**config.mk**
```make
export PLATFORM = sky130hd
export DESIGN_NAME = serial_tx_frame
export DESIGN_NICKNAME = d
export VERILOG_FILES = /design/src/rtl/serial_tx_frame.sv
export SDC_FILE = /design/constraint.sdc
export NUM_CORES = 1
export LEC_CHECK = 0
export BUFFER_PORTS_ARGS = -buffer_cell sky130_fd_sc_hd__buf_2
export CELL_PAD_IN_SITES_DETAIL_PLACEMENT = 0
export CELL_PAD_IN_SITES_GLOBAL_PLACEMENT = 2
export CORE_MARGIN = 4
export CORE_UTILIZATION = 41
export CTS_BUF_LIST = sky130_fd_sc_hd__clkbuf_16
export DETAILED_ROUTE_END_ITERATION = 10
export PLACE_DENSITY = 0.89
export SYNTH_ARGS = -nofsm -noshare
export SYNTH_HDL_FRONTEND = slang
export SYNTH_SLANG_ARGS = --single-unit
```
**constraint.sdc**
```tcl
create_clock -name C -period 4.2 [get_ports C]
set_input_delay 0.84 -clock C [delete_from_list [all_inputs] [get_ports C]]
set_output_delay 0.84 -clock C [all_outputs]
set_load 0.02 [all_outputs]
```
**src/rtl/serial_tx_frame.sv**
```systemverilog
// serial_tx_frame: serial frame transmitter (start, LSB-first data, optional parity, stop)
module serial_tx_frame #(
  parameter int DATA_W       = 8,
  parameter int CLKS_PER_BIT = 4,
  parameter int PARITY_EN    = 1,
  parameter int PARITY_ODD   = 0
) (
  input  logic              C,
  input  logic              RE,
  input  logic [DATA_W-1:0] D,
  input  logic              LOAD,
  output logic              READY,
  output logic              TX,
  output logic              DONE
);
  localparam int CW = CLKS_PER_BIT > 1 ? $clog2(CLKS_PER_BIT) : 1;
  localparam int BW = DATA_W > 1 ? $clog2(DATA_W) : 1;
  typedef enum logic [2:0] {IDLE, START, DATA, PARITY, STOP} state_t;
  state_t state, state_n;
  logic [CW-1:0] cnt, cnt_n;
  logic [BW-1:0] bit_cnt, bit_cnt_n;
  logic [DATA_W-1:0] sh, sh_n;
  logic par, par_n, tx_n, ready_n, done_n, wrap;
  assign wrap = cnt == CW'(CLKS_PER_BIT - 1);
  // state and registered outputs; TX idles high, reset aborts any frame
  always_ff @(posedge C or negedge RE) begin
    if (!RE) begin
      state   <= IDLE;
      cnt     <= '0;
      bit_cnt <= '0;
      sh      <= '0;
      par     <= 1'b0;
      TX      <= 1'b1;
      READY   <= 1'b1;
      DONE    <= 1'b0;
    end else begin
      state   <= state_n;
      cnt     <= cnt_n;
      bit_cnt <= bit_cnt_n;
      sh      <= sh_n;
      par     <= par_n;
      TX      <= tx_n;
      READY   <= ready_n;
      DONE    <= done_n;
    end
  end
  // next state; TX is loaded with the upcoming bit at the edge where the divider wraps
  always_comb begin
    state_n   = state;
    cnt_n     = (state == IDLE || wrap) ? '0 : cnt + 1'b1;
    bit_cnt_n = bit_cnt;
    sh_n      = sh;
    par_n     = par;
    tx_n      = TX;
    ready_n   = READY;
    done_n    = 1'b0;
    case (state)
      IDLE: if (LOAD) begin
        state_n = START;
        sh_n    = D;
        par_n   = (^D) ^ (PARITY_ODD != 0);
        tx_n    = 1'b0;
        ready_n = 1'b0;
      end
      START: if (wrap) begin
        state_n   = DATA;
        bit_cnt_n = '0;
        tx_n      = sh[0];
        sh_n      = sh >> 1;
      end
      DATA: if (wrap) begin
        if (bit_cnt == BW'(DATA_W - 1)) begin
          state_n = (PARITY_EN != 0) ? PARITY : STOP;
          tx_n    = (PARITY_EN != 0) ? par : 1'b1;
        end else begin
          bit_cnt_n = bit_cnt + 1'b1;
          tx_n      = sh[0];
          sh_n      = sh >> 1;
        end
      end
      PARITY: if (wrap) begin
        state_n = STOP;
        tx_n    = 1'b1;
      end
      STOP: if (wrap) begin
        state_n = IDLE;
        tx_n    = 1'b1;
        ready_n = 1'b1;
        done_n  = 1'b1;
      end
      default: state_n = IDLE;
    endcase
  end
endmodule

```
==> flow_summary.ini <==
[power_and_ir_drop]
p_seq_frac = 0.368
p_comb_frac = 0.257
internal_power_uw = 508.0
peakVddDrop_uv = 318.6
clkPwrFrac = 0.375
switching_share = 0.2573
p_leak_uw = 0.0005996
power.switching_uw = 176.0
p_per_area_nw_per_um2 = 508.5

[cells_and_area]
layout_commonest_cell = dfrtp_1
antennaDiodeCount = 0
finish.utilization = 0.4920
fillCellCount = 246
post-route-cell-area_um2 = 1345
area_growth_pct = 15.22
layout-drive-gt1-share = 0.2909
nNetsFinal = 125
layout_common_cells = dfrtp_1 (18), buf_2 (13), mux2_4 (8), xnor2_1 (8), mux2_1 (6)

[routing]
final_antenna_net_count = 0
via_count = 764
vias_per_cell = 5.418
drc = 0
drtPass1Iterations = 4
routed_wl_um = 2155
drtIter0Drc = 16
wl_per_cell_um = 15.28

[clock_network]
htree_levels = 1
cts_hold_buf = 0
tritoncts = built
clk_path_buf_depth = 2
cts.repair.resized = 0
clk_pin_slew_worst_paths_ps = 60
cts-root-buf = clkbuf_16
numCtsBuffers = 3
cts_sinks = 20
clock_latency_ps = 250
cts_setup_buffers = 0

[logic_synthesis]
synth_edf_count = 0
synth_compound_area_frac = 0.1361
synthFlopType = dfrtp_1
synth_warnings = 0
synthXorXnorAreaFrac = 0.08360
ys_seq_area_frac = 0.4309
synthCells = 98
syn-num-nets = 112
ys_ff_latch = 20
avgSynthCellArea_um2 = 11.91
synthSimpleGateAreaFrac = 0.1093
synth_top_family_by_area = multiplexers
async_flop_share = 1.000
synth_adder_area_share = 0.03215
post_synth_mux_area_share = 0.1779
yosysUniqueCellTypes = 36
synth_area_um2 = 1167

[global_route]
first_global_vias = 731
grt_overflow_total = 0
antenna_found_initial = 0
grt_usage = 0.1289
grt_max_degree = 21
grt_pass1_wl_um = 3450

[critical_path]
critPathLaunchType = register
reg2reg_slack_ps = 2280
arrival_ps = 2050
required_ps = 4330
worstSetupPathType = register to register
critPathCaptureType = register
worstPathMaxFanout = 7

[floorplan]
row_count = 19
core_area_um2 = 2734
die_h_um = 61.36
io_pins = 14
fp.dieW_um = 61.36
die-area_um2 = 3765
initial_core_util = 0.4270

[timing]
fin_crit_ps = 1916
relSlewSlack = 0.6005
tightest_slew_ps = 599.3
finalSetupTns_ps = 0
rsz0062_at_grt = no
setup_viol = 0
skew_ps = 1.691
period_share = 0.4563
slew_violations = 0
clock.fmax_ghz = 0.5218
finalHoldViolations = 0

[run_status]
status = finished clean

[placed_design]
placed_area_um2 = 1240
place_congestion = 0.8029
portBuffers = 13
dpl.hpwl_um = 1610

[job]
max_cap_violations = 0

[worst_hold_path]
hp-class = register to register
[cell usage after synthesis, drive strengths merged, types with 2 or more instances]
cell type,count,area [um2]
dfstp,2,52.55
nor3,3,15.01
nor2,5,42.54
o31ai,3,22.52
xnor2,9,97.60
dfrtp,18,450.4
nand2b,2,12.51
ha,3,37.54
mux2,14,187.7
nand2,6,25.03
a22oi,2,15.01
o21ai,7,35.03
a21oi,5,25.02
mux2i,2,20.02
buf,3,23.77
clkbuf,2,7.510
[registers in the layout, summed over array words and instances, names as in the netlist]
register	count
sh	8
bit_cnt	3
state	3
cnt	2
DONE	1
READY	1
TX	1
par	1
[layer usage]
layer / vias to the layer above / part of all wire / GRT usage
met5: - / 0 / 0
met4: 0 / 0.014 / 0.05758
met3: 4 / 0.028 / 0.03774
met2: 11 / 0.49 / 0.2009
met1: 370 / 0.46 / 0.1656
li1: 379 / - / -
[power by group through the flow]
stage | registers, uW | clock network (uW) | logic (uW)
2_1_floorplan | 240 | 0 | 157
3_3_place_gp | 254 | 0 | 171
3_5_place_dp | 255 | 0 | 178
4_1_cts | 252 | 263 | 179
5_1_grt | 255 | 272 | 196
6_report | 252 | 257 | 176
[logic make-up after synthesis]
| logic type | count (synthesis) |
|---|---|
| buf+inv | 6 |
| flops | 20 |
| mux | 16 |
| simple gates | 21 |
| xor+xnor | 9 |
| fa+ha+maj | 3 |
| compound gates | 23 |
[through the flow]
step | hold WS (ps) | power [uW] | worst slack [ps] | std cells
detailed placement | 437.2 | 433.1 | 2227 | 137
finish | 444.9 | 684.0 | 2284 | 141
CTS | 452.8 | 693.9 | 2274 | 141
global placement | 427.6 | 424.7 | 2259 | 137
global route | 478.3 | 722.4 | 2224 | 141
floorplan | 415.0 | 396.3 | 2395 | 98
[cell type report]
class                      count  area (um2)  area share
clock buffer                   3       75.07     0.05581
sequential                    20       503.0      0.3740
timing repair buffer          13       65.06     0.04837
tap                           31       38.79     0.02884
inverter                       1       3.754    0.002791
multi-input combinational     72       629.4      0.4679
clock inverter                 1       30.03     0.02233
[path summary, 6_finish.rpt]
| check | to | cells after the start | start |
|---|---|---|---|
| min | cnt[0]$_DFF_PN0_ | 1 | cnt[0]$_DFF_PN0_ |
| max reg2reg | sh[5]$_DFFE_PN0P_ | 5 | bit_cnt[0]$_DFFE_PN0P_ |
| min reg2reg | cnt[0]$_DFF_PN0_ | 1 | cnt[0]$_DFF_PN0_ |
| max in group asynchronous | READY$_DFFE_PN1P_ | 1 | RE |
| max | sh[5]$_DFFE_PN0P_ | 5 | bit_cnt[0]$_DFFE_PN0P_ |
| min in group asynchronous | par$_DFFE_PN0P_ | 1 | RE |
[worst max-delay path, stage by stage (launching register included)]
cell and delay [ps]:
dfrtp_1 400, ha_1 210, ha_1 260, o32a_4 410
nor2_8 180, mux2_4 320
Note: power is estimated with default switching activity, not from simulation.
